`src/rtl/multicycle_controller.sv`:
```
// Sequencing FSM for the multicycle datapath: fetch, decode and per-class
// execute states with ARM-style conditional execution and Moore-style outputs.
module multicycle_controller (
  input  logic        clock,
  input  logic        reset,
  input  logic [31:0] INSTRUCTION,
  input  logic [3:0]  FLAGS,
  output logic        A3Src,
  output logic        AdrSrc,
  output logic        FlagUpdate,
  output logic        IRWrite,
  output logic        MemWrite,
  output logic        PCWrite,
  output logic        RegWrite,
  output logic        WD3Src,
  output logic [1:0]  ALUSrcA,
  output logic [1:0]  ALUSrcB,
  output logic [1:0]  ResultSrc,
  output logic [1:0]  RegSrc,
  output logic [2:0]  ALUop,
  output logic [2:0]  ShiftType,
  output logic [3:0]  state
);

  typedef enum logic [3:0] {
    S_FETCH  = 4'd0,
    S_DECODE = 4'd1,
    S_MEMADR = 4'd2,
    S_MEMRD  = 4'd3,
    S_MEMWB  = 4'd4,
    S_MEMWR  = 4'd5,
    S_EXECR  = 4'd6,
    S_EXECI  = 4'd7,
    S_ALUWB  = 4'd8,
    S_BRANCH = 4'd9
  } state_t;

  state_t state_q, state_d;
  logic   run_q, run_d;

  logic [3:0] cond, cmd;
  logic [1:0] op, sh;
  logic       i_bit, s_bit, link;
  logic       cond_pass, is_cmp;
  logic [2:0] alu_dec;
  logic       n_f, z_f, c_f, v_f;
  logic       irw, pcw, rw, mw, fu;
  logic       unused_instr;

  assign cond  = INSTRUCTION[31:28];
  assign op    = INSTRUCTION[27:26];
  assign i_bit = INSTRUCTION[25];
  assign cmd   = INSTRUCTION[24:21];
  assign link  = INSTRUCTION[24];
  assign s_bit = INSTRUCTION[20];
  assign sh    = INSTRUCTION[6:5];
  assign {n_f, z_f, c_f, v_f} = FLAGS;
  assign unused_instr = ^{INSTRUCTION[19:7], INSTRUCTION[4:0]};

  always_comb begin
    cond_pass = 1'b0;
    case (cond)
      4'h0: cond_pass = z_f;
      4'h1: cond_pass = !z_f;
      4'h2: cond_pass = c_f;
      4'h3: cond_pass = !c_f;
      4'h4: cond_pass = n_f;
      4'h5: cond_pass = !n_f;
      4'h6: cond_pass = v_f;
      4'h7: cond_pass = !v_f;
      4'h8: cond_pass = c_f && !z_f;
      4'h9: cond_pass = !c_f || z_f;
      4'hA: cond_pass = (n_f == v_f);
      4'hB: cond_pass = (n_f != v_f);
      4'hC: cond_pass = !z_f && (n_f == v_f);
      4'hD: cond_pass = z_f || (n_f != v_f);
      4'hE: cond_pass = 1'b1;
      default: cond_pass = 1'b0;
    endcase
  end

  always_comb begin
    is_cmp  = (cmd == 4'b1010);
    alu_dec = 3'b000;
    case (cmd)
      4'b0010, 4'b1010: alu_dec = 3'b001;
      4'b0000:          alu_dec = 3'b010;
      4'b1100:          alu_dec = 3'b011;
      4'b1101:          alu_dec = 3'b100;
      default:          alu_dec = 3'b000;
    endcase
  end

  always_comb begin
    state_d   = state_q;
    run_d     = 1'b1;
    A3Src     = 1'b0;
    AdrSrc    = 1'b0;
    fu        = 1'b0;
    irw       = 1'b0;
    mw        = 1'b0;
    pcw       = 1'b0;
    rw        = 1'b0;
    WD3Src    = 1'b0;
    ALUSrcA   = '0;
    ALUSrcB   = '0;
    ResultSrc = '0;
    RegSrc    = 2'b10;
    ALUop     = '0;
    ShiftType = '1;
    case (state_q)
      S_FETCH: begin
        irw = 1'b1; pcw = 1'b1;
        ALUSrcB = 2'b11; ResultSrc = 2'b10;
        state_d = S_DECODE;
      end
      S_DECODE: begin
        ALUSrcB = 2'b11; ResultSrc = 2'b10;
        RegSrc  = {(op == 2'b01) && !s_bit, (op == 2'b10)};
        if (!cond_pass || op == 2'b11) state_d = S_FETCH;
        else if (op == 2'b01)          state_d = S_MEMADR;
        else if (op == 2'b00)          state_d = i_bit ? S_EXECI : S_EXECR;
        else                           state_d = S_BRANCH;
      end
      S_MEMADR: begin
        ALUSrcA = 2'b01; ALUSrcB = 2'b01;
        state_d = s_bit ? S_MEMRD : S_MEMWR;
      end
      S_MEMRD: begin
        AdrSrc = 1'b1;
        state_d = S_MEMWB;
      end
      S_MEMWB: begin
        rw = 1'b1; ResultSrc = 2'b01;
        state_d = S_FETCH;
      end
      S_MEMWR: begin
        AdrSrc = 1'b1; mw = 1'b1;
        state_d = S_FETCH;
      end
      S_EXECR, S_EXECI: begin
        ALUSrcA = 2'b01;
        ALUSrcB = (state_q == S_EXECI) ? 2'b01 : 2'b00;
        ALUop   = alu_dec;
        fu      = s_bit || is_cmp;
        if (state_q == S_EXECR) ShiftType = {1'b0, sh};
        state_d = is_cmp ? S_FETCH : S_ALUWB;
      end
      S_ALUWB: begin
        rw = 1'b1;
        state_d = S_FETCH;
      end
      S_BRANCH: begin
        ALUSrcA = 2'b01; ALUSrcB = 2'b01; ResultSrc = 2'b10;
        pcw = 1'b1;
        rw = link; A3Src = link; WD3Src = link;
        state_d = S_FETCH;
      end
      default: state_d = S_FETCH;
    endcase
    // Hold in FETCH for the first edge after reset release so strobes start one cycle later.
    if (!run_q) state_d = S_FETCH;
  end

  always_ff @(posedge clock or negedge reset) begin
    if (!reset) begin
      state_q <= S_FETCH;
      run_q   <= 1'b0;
    end else begin
      state_q <= state_d;
      run_q   <= run_d;
    end
  end

  // run_q is cleared asynchronously, so write strobes cannot glitch during reset.
  assign IRWrite    = irw & run_q;
  assign PCWrite    = pcw & run_q;
  assign RegWrite   = rw  & run_q;
  assign MemWrite   = mw  & run_q;
  assign FlagUpdate = fu  & run_q;
  assign state      = state_q;

endmodule

```
`config.mk`:
```
export PLATFORM = sky130hd
export DESIGN_NAME = multicycle_controller
export DESIGN_NICKNAME = d
export VERILOG_FILES = /design/src/rtl/multicycle_controller.sv
export SDC_FILE = /design/constraint.sdc
export NUM_CORES = 1
export LEC_CHECK = 0
export CAP_MARGIN = 10
export CORE_MARGIN = 4
export CORE_UTILIZATION = 34
export DETAILED_ROUTE_END_ITERATION = 7
export PLACE_DENSITY = 0.87
export RECOVER_POWER = 50
export SYNTH_ARGS = -nofsm -noshare
export SYNTH_HDL_FRONTEND = slang
export SYNTH_SLANG_ARGS = --single-unit
export TNS_END_PERCENT = 10
```
`constraint.sdc`:
```
create_clock -name clock -period 3.7 [get_ports clock]
set_clock_uncertainty 0.05 [all_clocks]
set_input_delay 0.74 -clock clock [delete_from_list [all_inputs] [get_ports clock]]
set_output_delay 0.74 -clock clock [all_outputs]
set_load 0.005 [all_outputs]
```
After elaboration in Yosys (flattened, before gate mapping):

Cells that the tools add are included.

* register bits: 5
* input port bits: 38
* logic and storage cells: 90

* equality and inequality tests: 32
* muxes and demuxes: 25
* bitwise logic cells: 5
* reductions and logical operators: 26

Operators with widths (number)
* equality test 4 bit (second input constant): 12
* equality test 4 x 3 -> 1 bit (second input constant): 8
* equality test 4 x 2 -> 1 bit (second input constant): 5
* 2-to-1 mux 4 bit: 5
* one-hot mux 4 bit (5 select lines): 1
* one-hot mux 1 bit (15 select lines): 1
* OR reduction 2 bit: 7
* logical NOT 4 bit: 3
* 2-to-1 mux 3 bit: 4
* one-hot mux 3 bit (4 select lines): 1
* 2-to-1 mux 1 bit: 9
* equality test 4 x 1 -> 1 bit (second input constant): 2
* logical NOT 1 bit: 6
* one-hot mux 2 bit (3 select lines): 1
* AND 1 bit: 5
* equality test 2 bit (second input constant): 2
* logical OR 1 bit: 4
* one-hot mux 2 bit (2 select lines): 1
* OR reduction 4 bit: 1
* logical AND 1 bit: 3
* OR reduction 3 bit: 1
* equality test 2 x 1 -> 1 bit (second input constant): 1
* logical NOT 2 bit: 1
* 2-to-1 mux 2 bit: 1
* other kinds (3): 3

Depth between registers and ports, before layout:

* depth after elaboration: 8
* gate-level depth with buffers: 6
* gate-level depth less buffers: 5

Least setup slack after synthesis:

No wires, ideal clock.

* kind: reg-to-output
* start: register state_q[2], in the netlist state[2]
* end: output port ALUop[2]
* arrival time: 1.329 ns
* slack: 1.581 ns
* stages on the path, launching flop included: 5
* cell sequence: dfrtp_1 -> clkbuf_1 -> nor2b_1 -> nand2_1 -> nor4b_1

* longest elaborated chain between the ends: 3
* elaborated cells between the ends (all ways): 4
* classes of those cells: 2 x eq/ne; 1 x mux; 1 x reduce/logical

RTL lines
* start: declaration: RTL line 38 `state_t state_q, state_d;`
* start signal: assignment: RTL line 170 `state_q <= state_d;`
* equality test 4 x 3 -> 1 bit: RTL line 111 `case (state_q)`
* OR reduction 2 bit *: RTL line 111
* 2-to-1 mux 3 bit *: RTL line 111
* end: declaration: RTL line 20 `output logic [2:0] ALUop,`

Every way passes the cells marked *; elsewhere a longest branch is shown, timed or not.

Worst setup path in the final report:

* start: input port INSTRUCTION[24]
* end: output port FlagUpdate

* longest elaborated chain between the ends: 4

RTL lines
* start: declaration: RTL line 6 `input logic [31:0] INSTRUCTION,`
* equality test 4 bit: RTL line 83 `is_cmp = (cmd == 4'b1010);`
* logical OR 1 bit: RTL line 145 `fu = s_bit || is_cmp;`
* 2-to-1 mux 1 bit: RTL line 111
* AND 1 bit: RTL line 180 `assign FlagUpdate = fu & run_q;`
* end: declaration: RTL line 10 `output logic FlagUpdate,`

Every way passes these cells.

==> impl_metrics.csv <==
group,metric,value,unit
status,status,"finished clean",
global_routing,overflow,0,
cts,cts.sinks,5,
placed_design,portBuffers,44,
global_routing,grt_max_degree,17,
cts,cts_tree,"yes",
power,cellPowerDensity,193.6,nW/um2
placed_design,dpl.hpwl,1752,um
sta,max_clock_freq,318.6,MHz
worst_setup_path,arrival,2350,ps
worst_setup_path,slowest_stage,"clkdlybuf4s50_1",
cts,post_cts_resize_count,0,
worst_setup_path,crit_start,"INSTRUCTION[24]",
die,core,2022,um2
worst_setup_path,cp-start-kind,"primary input",
yosys,synth_area,745.7,um2
die,pin_count,64,
cts,htree_levels,1,
drt,wl_per_cell,12.73,um
layout,stdcell_count,172,
worst_setup_path,crit_path_end_kind,"output pin",
drt,ant_nets,0,
die,die_h,54.83,um
global_routing,grt_pass1_wl,3174,um
layout,fin_nets,184,
worst_setup_path,path_cells,"clkdlybuf4s50_1, nor4bb_1, nor2_1, nor2_1, clkdlybuf4s50_1",
worst_setup_path,critPathMaxStageDelay,550,ps
sta,maxSlewViolCount,0,
placed_design,gp_congestion,0.8889,
power,p_leak,0.0004510,uW
worst_setup_path,r2r_start,"state[1]",
drt,dr.pass1.iters,4,
drt,vias,926,
placed_design,dpl-instance-area,1172,um2
yosys,synthXorXnorAreaFrac,0.02349,
worst_setup_path,critPathKind,"primary input to output pin",
sta,setup_tns,0,ps
layout,final_util,0.5903,
yosys,synth_warnings,0,
layout,final_cell_area,1194,um2
yosys,syn_inst,105,
layout,fillCellCount,196,
worst_setup_path,cp_max_fo,5,
yosys,yosys_register_bits,5,
global_routing,met1_usage,0.1585,
cts,clockBufferDepth,2,
placed_design,place_inst,168,
layout,drive_above_1_share,0.05517,
layout,area_delta_synth_final,60.07,%
global_routing,grt-busiest-layer,"met2",
cts,clk_pin_slew,40,ps
die,start_util,0.3688,
drt,drc_errors,0,
global_routing,met3_usage,0.01090,
sta,fin_crit,3139,ps
global_routing,antenna_found_initial,0,
cts,numCtsBuffers,3,
worst_setup_path,required,2910,ps
sta,min_period_over_period,0.8482,
yosys,synth_top_family_by_area,"simple AND/OR/NAND/NOR gates",
sta,rsz0062_at_grt,"false",
cts,ctsHoldBuffers,0,
hold_path,min_from,"run_q",
sta,hold_viol_final,0,
die,rows,16,
layout,final_cell_mix,"clkdlybuf4s50_1, nand2_1, dlygate4sd3_1, nor2_1",
global_routing,first_global_vias,787,
die,dieArea,3006,um2
layout,num_antenna_cells,0,
hold_path,hold_path_class,"flop to flop",
die,die_w,54.83,um
global_routing,met2_usage,0.2559,
sta,setup_violations,0,
yosys,synth_fa_ha_area_frac,0,
yosys,synth-compound-area-share,0.2248,
yosys,synthesis.nets,143,
drt,via_per_inst,5.384,
worst_setup_path,cp_top_family,"buffers and inverters",
yosys,syn_area_per_cell,7.102,um2
drt,routed_wl,2190,um
drt,drtIter0Drc,18,
cts,clock_latency,230,ps
yosys,synth_cell_types,41,
yosys,synthSimpleGateAreaFrac,0.4648,
cts,cts-root-buf,"clkbuf_4",
power,total_power,231.1,uW
layout,final_common_cell,"clkdlybuf4s50_1",
worst_setup_path,critPathBufInv,2,
global_routing,track_usage,0.1430,
yosys,synthMuxAreaShare,0.03020,
power,ir_drop,0.1419,mV
job,max_cap_viol_count,0,
cts,postCtsSetupBuffers,0,
yosys,synth_seq_area_share,0.1678,
worst paths after layout:
check,endpoint,slack [ps],cells past startpoint
setup reg to reg,state[0],1980,5
max in group asynchronous,run_q,2680,1
hold reg to reg,state[3],650,2
hold / removal,state[3],650,2
min in group asynchronous,state[1],740,1
setup / recovery,FlagUpdate,560,5
worst register-to-register path, delay by kind of cell, from the launching register on:
family / cells / cell delay [ps]
AO/OA/AOI/OAI: 2 / 300
flip-flops: 1 / 530
AND/OR/NAND/NOR: 3 / 760
flip-flops by register name, indices dropped and copies added, names as in the netlist:
register	flops
run_q	1
state	4
through the flow:
step	setup WS, ps	hold WS (ps)
floorplan	1581	394.4
global placement	533.2	658.1
detailed placement	560.1	652.0
CTS	550.4	662.6
global route	392.3	717.5
finish	561.5	652.3
where the power goes:
group | leakage [uW] | switching, uW | internal [uW]
Sequential | 0.0000656 | 7.90 | 58.2
Combinational | 0.000370 | 45.5 | 59.7
Clock | 0.0000150 | 19.2 | 40.6
cell families (layout without fill, tap and decap cells):
kind of cell,after synthesis,after routing
and+or+nand+nor,59,59
AOI/OAI and AO/OA,24,24
buffers and inverters,11,51
DFF,5,5
other,2,2
xor gates and xnor gates,2,2
muxes,2,2
synthesized netlist by cell type:
library cell	count	area, um2
conb_1	2	7.510
or3b_2	1	8.760
nand4b_1	1	8.760
and3_1	3	18.77
nor3b_1	3	22.52
nor4bb_1	3	30.03
buf_2	2	10.01
nor4_1	2	12.51
a22oi_2	1	12.51
a21oi_1	4	20.02
nor2b_1	4	25.02
dfrtp_1	5	125.1
a211o_1	1	8.760
o31ai_1	1	7.510
xor2_1	2	17.52
or3_1	1	6.260
nand4_1	1	6.260
o311ai_1	2	17.52
nor2_1	9	33.78
or3b_1	2	17.52
buf_6	1	11.26
nand2b_1	5	31.28
inv_1	3	11.26
or2_2	2	12.51
nand3_1	4	20.02
o21a_1	1	7.510
o22ai_1	2	12.51
buf_4	2	15.01
a211oi_1	1	7.510
a22o_1	1	8.760
o211ai_1	2	15.01
o21ai_0	3	15.01
nand3b_1	3	22.52
clkbuf_1	3	11.26
nor3_1	3	15.01
mux2_2	2	22.52
o21ai_1	2	10.01
a221o_1	1	10.01
a21o_1	2	15.01
nor4b_1	2	17.52
nand2_1	10	37.54
area by class of cell:
type                            instances  area (um2)  area share
Timing Repair Buffer                   44       440.4      0.3690
Tap cell                               27       33.78     0.02830
Sequential cell                         5       125.1      0.1048
Clock buffer                            4       26.28     0.02201
Multi-Input combinational cell         89       556.8      0.4665
Inverter                                3       11.26    0.009434
per-layer routing:
metal / vias up / routed length (um)
met2: 38 / 1105
met3: 2 / 181
met5: - / 0
li1: 463 / -
met4: 0 / 20
met1: 423 / 883
Note: power is estimated with default switching activity, not from simulation.
